--- config.mk ---
export PLATFORM = sky130hd
export DESIGN_NAME = pipeline_sequencer_flat
export DESIGN_NICKNAME = d
export VERILOG_FILES = /design/src/rtl/pipeline_pkg.sv /design/src/rtl/pipeline_sequencer_if.sv /design/src/rtl/pipeline_sequencer_hazard.sv /design/src/rtl/pipeline_sequencer.sv /design/src/flat_wrapper.sv
export SDC_FILE = /design/constraint.sdc
export NUM_CORES = 1
export LEC_CHECK = 0
export CAP_MARGIN = 20
export CORE_MARGIN = 2
export CORE_UTILIZATION = 40
export DETAILED_ROUTE_END_ITERATION = 8
export PLACE_DENSITY = 0.7
export SYNTH_ARGS = -nofsm -noshare
export SYNTH_HDL_FRONTEND = slang
export SYNTH_HIERARCHICAL = 1
export SYNTH_SLANG_ARGS = --single-unit
--- constraint.sdc ---
create_clock -name clk -period 5 [get_ports clk]
set_input_delay 0.75 -clock clk [delete_from_list [all_inputs] [get_ports clk]]
set_output_delay 0.75 -clock clk [all_outputs]
set_load 0.05 [all_outputs]
--- src/rtl/pipeline_pkg.sv ---
// Shared definitions for the pipeline sequencer.
// Holds the FSM state encoding, the default drain depth and the register
// index width shared by the hazard logic.
package pipeline_pkg;

  typedef enum logic [2:0] {
    ST_IDLE   = 3'd0,
    ST_RUN    = 3'd1,
    ST_STEP   = 3'd2,
    ST_DRAIN  = 3'd3,
    ST_HALTED = 3'd4
  } state_e;

  localparam int PIPE_DRAIN_DEF = 4;
  localparam int REG_W          = 5;

  // The drain counter must hold PIPE_DRAIN-1; keep at least one bit.
  function automatic int dcnt_width(input int depth);
    return (depth > 2) ? $clog2(depth) : 1;
  endfunction

endpackage

--- src/rtl/pipeline_sequencer_if.sv ---
// Control bus between the pipeline datapath and the sequencer.
//   master : datapath side, drives run/step/decode/hazard inputs, reads controls
//   slave  : sequencer side, reads inputs, drives enables/bubble/flush/stall/halt,
//            state and executed-cycle count
interface pipeline_sequencer_if #(
  parameter int NB_DATA = 32
);
  import pipeline_pkg::*;

  logic               i_run;
  logic               i_step;
  logic               i_halt_instr;
  logic               i_ex_memRead;
  logic [REG_W-1:0]   i_ex_rt;
  logic [REG_W-1:0]   i_id_rs;
  logic [REG_W-1:0]   i_id_rt;
  logic               i_branch_taken;

  logic               o_pc_en;
  logic               o_if_id_en;
  logic               o_bubble;
  logic               o_flush_if_id;
  logic               o_stall;
  logic               o_halt;
  logic [2:0]         o_state;
  logic [NB_DATA-1:0] o_cycles;

  modport master (
    output i_run, i_step, i_halt_instr, i_ex_memRead, i_ex_rt, i_id_rs, i_id_rt,
           i_branch_taken,
    input  o_pc_en, o_if_id_en, o_bubble, o_flush_if_id, o_stall, o_halt,
           o_state, o_cycles
  );

  modport slave (
    input  i_run, i_step, i_halt_instr, i_ex_memRead, i_ex_rt, i_id_rs, i_id_rt,
           i_branch_taken,
    output o_pc_en, o_if_id_en, o_bubble, o_flush_if_id, o_stall, o_halt,
           o_state, o_cycles
  );

endinterface

--- src/rtl/pipeline_sequencer_hazard.sv ---
// Load-use hazard detector (purely combinational).
//   i_ex_memRead, i_ex_rt : load in EX and its destination
//   i_id_rs, i_id_rt      : sources of the instruction in ID
//   o_hazard              : ID must wait one cycle for the load result
module hazard_detector
  import pipeline_pkg::*;
(
  input  logic             i_ex_memRead,
  input  logic [REG_W-1:0] i_ex_rt,
  input  logic [REG_W-1:0] i_id_rs,
  input  logic [REG_W-1:0] i_id_rt,
  output logic             o_hazard
);

  // r0 is hardwired zero, so a load into it never creates a dependency.
  assign o_hazard = i_ex_memRead && (i_ex_rt != '0) &&
                    ((i_ex_rt == i_id_rs) || (i_ex_rt == i_id_rt));

endmodule

--- src/rtl/pipeline_sequencer.sv ---
// Pipeline sequencer: run/step/drain/halt control for a 5-stage pipeline.
//   clk, i_rst_n : clock, synchronous active-low reset
//   bus (slave)  : run/step requests, HALT decode, load-use operands and branch
//                  resolution in; PC/IFID enables, bubble, flush, stall, halt,
//                  state and saturating executed-cycle count out.
// Outputs are decoded combinationally from state and current inputs so hazard
// and branch responses take effect in the same cycle.
module pipeline_sequencer
  import pipeline_pkg::*;
#(
  parameter int NB_DATA    = 32,
  parameter int PIPE_DRAIN = PIPE_DRAIN_DEF
) (
  input  logic               clk,
  input  logic               i_rst_n,
  pipeline_sequencer_if.slave bus
);

  localparam int DCNT_W = dcnt_width(PIPE_DRAIN);

  state_e              r_state, w_next;
  logic [DCNT_W-1:0]   r_dcnt, w_dcnt_nxt;
  logic [NB_DATA-1:0]  r_cycles;
  logic                w_hazard;
  logic                w_count;

  hazard_detector u_hazard (
    .i_ex_memRead (bus.i_ex_memRead),
    .i_ex_rt      (bus.i_ex_rt),
    .i_id_rs      (bus.i_id_rs),
    .i_id_rt      (bus.i_id_rt),
    .o_hazard     (w_hazard)
  );

  assign w_count = (r_state == ST_RUN) || (r_state == ST_STEP) ||
                   (r_state == ST_DRAIN);

  always_ff @(posedge clk) begin
    if (!i_rst_n) begin
      r_state  <= ST_IDLE;
      r_dcnt   <= '0;
      r_cycles <= '0;
    end else begin
      r_state <= w_next;
      r_dcnt  <= w_dcnt_nxt;
      if (w_count && (r_cycles != '1))
        r_cycles <= r_cycles + 1'b1;
    end
  end

  always_comb begin
    w_next             = r_state;
    w_dcnt_nxt         = r_dcnt;
    bus.o_pc_en        = 1'b0;
    bus.o_if_id_en     = 1'b0;
    bus.o_bubble       = 1'b0;
    bus.o_flush_if_id  = 1'b0;
    bus.o_stall        = 1'b1;
    bus.o_halt         = 1'b0;

    case (r_state)
      ST_IDLE: begin
        if (bus.i_run)       w_next = ST_RUN;
        else if (bus.i_step) w_next = ST_STEP;
      end

      ST_RUN, ST_STEP: begin
        bus.o_stall = 1'b0;
        // A single step always returns to IDLE unless a halt is taken below.
        if (r_state == ST_STEP) w_next = ST_IDLE;

        if (bus.i_branch_taken) begin
          // Redirect wins: anything in IF/ID (including a HALT) is wrong-path.
          bus.o_pc_en       = 1'b1;
          bus.o_if_id_en    = 1'b1;
          bus.o_flush_if_id = 1'b1;
          bus.o_bubble      = 1'b1;
        end else if (w_hazard) begin
          // Hold fetch and ID; HALT in ID is retried once the load clears.
          bus.o_bubble = 1'b1;
        end else if (bus.i_halt_instr) begin
          bus.o_bubble = 1'b1;
          w_next       = ST_DRAIN;
          w_dcnt_nxt   = DCNT_W'(PIPE_DRAIN - 1);
        end else begin
          bus.o_pc_en    = 1'b1;
          bus.o_if_id_en = 1'b1;
        end
      end

      ST_DRAIN: begin
        bus.o_stall  = 1'b0;
        bus.o_bubble = 1'b1;
        if (r_dcnt == '0) w_next     = ST_HALTED;
        else              w_dcnt_nxt = r_dcnt - 1'b1;
      end

      ST_HALTED: begin
        bus.o_halt = 1'b1;
      end

      default: w_next = ST_IDLE;
    endcase
  end

  assign bus.o_state  = r_state;
  assign bus.o_cycles = r_cycles;

endmodule

--- src/flat_wrapper.sv ---
// flat-port wrapper written by rule: the top's interface ports become plain ports
module pipeline_sequencer_flat import pipeline_pkg::*;
#(
  parameter int NB_DATA    = 32,
  parameter int PIPE_DRAIN = PIPE_DRAIN_DEF
)
  (clk, i_rst_n, bus_i_run, bus_i_step, bus_i_halt_instr, bus_i_ex_memRead, bus_i_ex_rt, bus_i_id_rs, bus_i_id_rt, bus_i_branch_taken, bus_o_pc_en, bus_o_if_id_en, bus_o_bubble, bus_o_flush_if_id, bus_o_stall, bus_o_halt, bus_o_state, bus_o_cycles);
  pipeline_sequencer_if #(.NB_DATA(NB_DATA)) bus_i ();
  input  logic clk;
  input  logic i_rst_n;
  input wire logic [$bits(bus_i.i_run)-1:0] bus_i_run;
  input wire logic [$bits(bus_i.i_step)-1:0] bus_i_step;
  input wire logic [$bits(bus_i.i_halt_instr)-1:0] bus_i_halt_instr;
  input wire logic [$bits(bus_i.i_ex_memRead)-1:0] bus_i_ex_memRead;
  input wire logic [$bits(bus_i.i_ex_rt)-1:0] bus_i_ex_rt;
  input wire logic [$bits(bus_i.i_id_rs)-1:0] bus_i_id_rs;
  input wire logic [$bits(bus_i.i_id_rt)-1:0] bus_i_id_rt;
  input wire logic [$bits(bus_i.i_branch_taken)-1:0] bus_i_branch_taken;
  output wire logic [$bits(bus_i.o_pc_en)-1:0] bus_o_pc_en;
  output wire logic [$bits(bus_i.o_if_id_en)-1:0] bus_o_if_id_en;
  output wire logic [$bits(bus_i.o_bubble)-1:0] bus_o_bubble;
  output wire logic [$bits(bus_i.o_flush_if_id)-1:0] bus_o_flush_if_id;
  output wire logic [$bits(bus_i.o_stall)-1:0] bus_o_stall;
  output wire logic [$bits(bus_i.o_halt)-1:0] bus_o_halt;
  output wire logic [$bits(bus_i.o_state)-1:0] bus_o_state;
  output wire logic [$bits(bus_i.o_cycles)-1:0] bus_o_cycles;
  assign bus_i.i_run = bus_i_run;
  assign bus_i.i_step = bus_i_step;
  assign bus_i.i_halt_instr = bus_i_halt_instr;
  assign bus_i.i_ex_memRead = bus_i_ex_memRead;
  assign bus_i.i_ex_rt = bus_i_ex_rt;
  assign bus_i.i_id_rs = bus_i_id_rs;
  assign bus_i.i_id_rt = bus_i_id_rt;
  assign bus_i.i_branch_taken = bus_i_branch_taken;
  assign bus_o_pc_en = bus_i.o_pc_en;
  assign bus_o_if_id_en = bus_i.o_if_id_en;
  assign bus_o_bubble = bus_i.o_bubble;
  assign bus_o_flush_if_id = bus_i.o_flush_if_id;
  assign bus_o_stall = bus_i.o_stall;
  assign bus_o_halt = bus_i.o_halt;
  assign bus_o_state = bus_i.o_state;
  assign bus_o_cycles = bus_i.o_cycles;
  pipeline_sequencer #(.NB_DATA(NB_DATA), .PIPE_DRAIN(PIPE_DRAIN)) u_core (.clk(clk), .i_rst_n(i_rst_n), .bus(bus_i));
endmodule
==> run metrics <==
total gr overflow=0; CTS sink cnt=37; # nets final=343; Tot Pwr=0.726 mW; vias in the first global route=1976; Post-CTS Setup Inserts=0; relative slew slack=39.2%; final setup vio count=0; post-synthesis async set-or-reset flop share=0%; Final Max Tran Viols=0; drt total wl=5330 um; combinational fraction of design power=15.6%; Cell Area, Synth=2100 um2; sw frac=24.9%; Layout area overhead=37.8%; Worst-Margin Slew=0.909 ns; WL/cell=13.7 um; Leak=0.920 nW; crit path time final=3.79 ns; largest net degree at the start of global routing=28; initial core utilization=41.3%; commonest non-fill, non-tap cell in the layout=clkdlybuf4s50_1; initial antenna violation count=0; post_cts resized=0; multi-input logic area=1260 um2; P_sw=0.181 mW; fraction of layout cells with a size suffix above 1=5.94%; ranking of synthesized cells by area=dfxtp_1 35%, a21oi_1 6.2%, o31ai_1 4.7%; CTS Buf Count=5; Final Skew=0.00999 ns; synthesized flop and latch total=37; H-tree levels=2; maximum vdd ir drop=0.168 mV; vias per cell=5.45; Critical Path AT=3.04 ns; sequential share of the synthesized area=35.3%; Setup CP Type=in2out; row count=26; final hold viol count=0; Reg power frac=42.2%; Max Cap Viol=0; Post-CTS Hold Buffers=0; Hold Slack=0.510 ns; worst-skew pair later-pin latency=0.29 ns; fill cell count=496; status=completed; unrepaired setup endpoints after global routing=no; Required @ worst endpoint=4.25 ns; Die Footprint=5840 um2; total number of vias=2125; Worst setup EP type=output port; I/O pin cnt=63; DRC Markers=0; Antenna diodes=0; most frequent cells in the layout=62 x clkdlybuf4s50_1, 37 x dfxtp_1, 26 x a21oi_1; Setup crit start kind=input port; # port buffers=62; min-delay worst type=reg2reg; GPL Wtd Cong=0.733; register area=741 um2; period utilization=75.8%; gr usage total=18.9%; cell internal pwr=0.546 mW; core box area=5070 um2; Synth area leader=dfxtp_1; clock network power share=42.2%; post-synth top area share=35.3%; DP HPWL=3890 um; yosys warns=6; CTS tree=built; first-pass GRT wire length=9290 um; Clock transition at path regs=0.07 ns; EDFF count, synth=0; die height=76.4 um; Crit Path Max Fanout=3; Distinct cells, synth=47; clock root cell=clkbuf_8; pwr dens=251 nW/um2; Post-Syn Instances=260; Final ANT Viol Nets=0; total negative setup slack=0 ns; Primary FF master, synth=dfxtp_1; DRT Pass-1 Iters=4; Die W=76.4 um; Fmax=264 MHz; syn nets=284; DRT iter0 DRCs=96; Syn Area/Cell=8.07 um2; deepest clock path buffer count=2
-- state kept, by name (all words and copies together), names as in the netlist --
register,flops
u_core/bus.o_cycles,32
u_core/bus.o_state,3
u_core/r_dcnt,2
-- critical path, stage by stage --
cell	delay [ns]
clkdlybuf4s50_1	0.46
or4_1	0.55
o21ai_1	0.13
a21oi_1	0.07
o32ai_1	0.27
a21oi_1	0.10
clkdlybuf4s50_1	0.71
-- final timing paths --
check	to	cells after the start	slack, ns	start
setup / recovery	bus_o_bubble	7	1.21	bus_i_ex_rt[1]
hold / removal	u_core/bus.o_cycles[27]	2	0.51	u_core/bus.o_cycles[27]
setup reg to reg	u_core/bus.o_cycles[15]	5	2.37	u_core/bus.o_state[1]
hold reg to reg	u_core/bus.o_cycles[27]	2	0.51	u_core/bus.o_cycles[27]
-- per-layer routing --
layer  global-route usage, %  up-vias  routed length [um]
met1                    24.5      973                2570
met3                    4.15        5                 263
li1                        -     1087                   -
met4                    6.18        0                  66
met5                       0        -                   0
met2                    31.3       60                2430
-- cell usage after synthesis, types with 2 or more instances --
cell type / count
buf_2: 4
xnor2_1: 7
nor3_1: 7
nand2b_1: 7
nand4_1: 9
ha_1: 2
xor2_1: 6
o31ai_1: 13
nand3_1: 12
and2_1: 2
o211ai_1: 2
or3_1: 7
nor2_1: 22
a31o_2: 2
o21ai_0: 8
and4_1: 4
inv_1: 9
o21a_1: 2
a211oi_1: 2
or4_1: 12
dfxtp_1: 37
and3_1: 3
mux2i_1: 6
nor4_1: 4
nor4b_1: 2
clkbuf_1: 5
nand2_1: 18
a21oi_1: 26
or2_2: 2
-- stage by stage --
| step | instance area (um2) | std cells | setup slack [ns] | utilization, % |
|---|---|---|---|---|
| after floorplan | 2100 | 260 | 2.01 | - |
| after global placement | 2760 | 382 | 1.24 | 54.3 |
| after detailed placement | 2760 | 382 | 1.24 | 54.3 |
| after CTS | 2890 | 390 | 1.22 | 56.9 |
| after global routing | 2890 | 390 | 1.09 | 56.9 |
| final | 2890 | 390 | 1.21 | 56.9 |
-- layout make-up --
type / count / share of cell area, %
inverter: 11 / 1.43
clock inverter: 3 / 2.25
multi-input combinational: 201 / 43.5
clock buffer: 5 / 2.38
timing repair buffer: 63 / 21.7
sequential: 37 / 25.6
tap: 70 / 3.03
-- power groups by stage --
| stage | Combinational (mW) | Clock (mW) | Sequential [mW] |
|---|---|---|---|
| 3_3_place_gp | 0.113 | 0 | 0.314 |
| 6_report | 0.113 | 0.307 | 0.306 |
| 5_1_grt | 0.121 | 0.324 | 0.308 |
| 4_1_cts | 0.114 | 0.312 | 0.306 |
| 3_5_place_dp | 0.114 | 0 | 0.313 |
| 2_1_floorplan | 0.0617 | 0 | 0.322 |
-- kinds of logic after synthesis --
logic type      count (synthesis)  synth area share, %
buf+inv                        22                 4.71
compound gates                 64                 19.6
xor+xnor                       13                 5.43
mux                             6                 2.86
fa+ha+maj                       2                 1.19
flops                          37                 35.3
simple gates                  116                 30.9
Power figures use the tool's default switching activity.
==> patch: new RTL, same settings <==
`NB_DATA` is set to 32 in 3 places; all go to 48.
--- a/src/rtl/pipeline_sequencer_if.sv
+++ b/src/rtl/pipeline_sequencer_if.sv
@@ -5,3 +5,3 @@
 interface pipeline_sequencer_if #(
-  parameter int NB_DATA = 32
+  parameter int NB_DATA = 48
 );
--- a/src/rtl/pipeline_sequencer.sv
+++ b/src/rtl/pipeline_sequencer.sv
@@ -10,3 +10,3 @@
 #(
-  parameter int NB_DATA    = 32,
+  parameter int NB_DATA    = 48,
   parameter int PIPE_DRAIN = PIPE_DRAIN_DEF
--- a/src/flat_wrapper.sv
+++ b/src/flat_wrapper.sv
@@ -3,3 +3,3 @@
 #(
-  parameter int NB_DATA    = 32,
+  parameter int NB_DATA    = 48,
   parameter int PIPE_DRAIN = PIPE_DRAIN_DEF
Ports: changed (resized bus_o_cycles); port bits go from 63 to 79. The function was not compared with the original's and may differ.
==> patch against the original RTL <==
Highest routed layer unchanged; largest power group is now sequential cells; design area grew 36%; sequential cell count increased by 16; clock skew fell by 1.8 ps; sequential power up 42%; wire length grew 47%; synthesized area grew 46%; synthesized cell count grew 44%; critical path depth rose by 1; fmax down 2.9%; power is 12% higher; critical path type unchanged; worst setup slack got worse by 110 ps; core utilization decreased by 3.2 points; count of clock-buffer cells in the layout grew 2.
==> patch: results (changes against the original RTL) <==
[run_status]
outcome=completed  ; unchanged

[finish]
multi_input_area_share_pct=46.5  ; was 43.5%
area.growth.synth_to_final_pct=28.2  ; was 37.8%
nets=464  ; was 343
fillers=704  ; was 496
multi_input_gates=290  ; was 201
instances_no_fill=539  ; was 390
seq_share_pct=26.9  ; was 25.6%
area_share_nonclk_buffers_pct=20.4  ; was 21.7%
drive_gt1_share_pct=4.09  ; was 5.94%
largest_reg_flops=48  ; was 32
inv_count=9  ; was 11
n_all_buffers=81  ; was 63

[placed_design]
dp.cells=532  ; was 382
dpl_cell_area_sq_um=3850  ; was 2760 sq um
pre_cts_slack_ps=1090  ; was 1240 ps
port_buffers=78  ; was 62
dpl.hpwl_microns=5490  ; was 3890 microns

[logic_synthesis]
ys_seq_area_share_pct=34.6  ; was 35.3%
synth_commonest_cells=53 x dfxtp_1, 39 x nand2_1, 34 x a21oi_1  ; was 37 x dfxtp_1, 26 x a21oi_1, 22 x nor2_1
synth_compound_area_share_pct=17.5  ; was 19.6%
synthXorXnorAreaFrac_pct=3.42  ; was 5.43%
synth-seq-cells=53  ; was 37
synth_area_leaders=dfxtp_1 35%, a21oi_1 5.5%, nand2_1 4.8%  ; was dfxtp_1 35%, a21oi_1 6.2%, o31ai_1 4.7%
synth.net_count=399  ; was 284
synth_area_sq_um=3070  ; was 2100 sq um

[setup_path]
crit_arrival_ps=3150  ; was 3040 ps
reg2reg_depth=7  ; was 5
path_max_fanout=5  ; was 3

[worst_hold_path]
whs_path_depth=1  ; was 2

[routing]
wl_met2_microns=3590  ; was 2430 microns
met3_length_microns=442  ; was 263 microns
drt-met1-wl_microns=3740  ; was 2570 microns
vias_per_cell=5.68  ; was 5.45
routed_wl_microns=7860  ; was 5330 microns

[global_route]
grt_max_degree=58  ; was 28
grtUsageMet2_pct=31.2  ; was 31.3%
grt_pass1_vias=2861  ; was 1976
met3_usage_pct=3.94  ; was 4.15%

[timing]
slew_headroom_pct=52.7  ; was 39.2%

[power]
p_leak_nw=1.18  ; was 0.920 nW
vdd_drop_max_v=0.0000908  ; was 0.000168 V

[clocking]
path_clk_slew_ps=90  ; was 70 ps

[patch: changes by cell type in the layout (fill, tap and decap cells not counted), moves of 9 or more]
cell / before / now
nand2_1: 18 / 39
dfxtp_1: 37 / 53
nor2_1: 22 / 13
o21ai_0: 8 / 20
clkdlybuf4s50_1: 62 / 78
or3_1: 7 / 19
[patch: power groups by stage]
stage	logic, mW	clock network (mW)	registers (mW)
global placement	0.125	0	0.446
finish	0.126	0.249	0.436
CTS	0.127	0.255	0.436
global route	0.136	0.273	0.437
floorplan	0.0726	0	0.453
detailed placement	0.127	0	0.446
[patch: worst paths after layout]
kind / start / to / slack, ps
worst max-delay path: bus_i_ex_rt[3] / bus_o_bubble / 1100
worst min-delay path: u_core/r_dcnt[0] / u_core/r_dcnt[0] / 480
worst min register to register: u_core/r_dcnt[0] / u_core/r_dcnt[0] / 480
worst max register to register: u_core/bus.o_state[1] / u_core/bus.o_cycles[42] / 2060
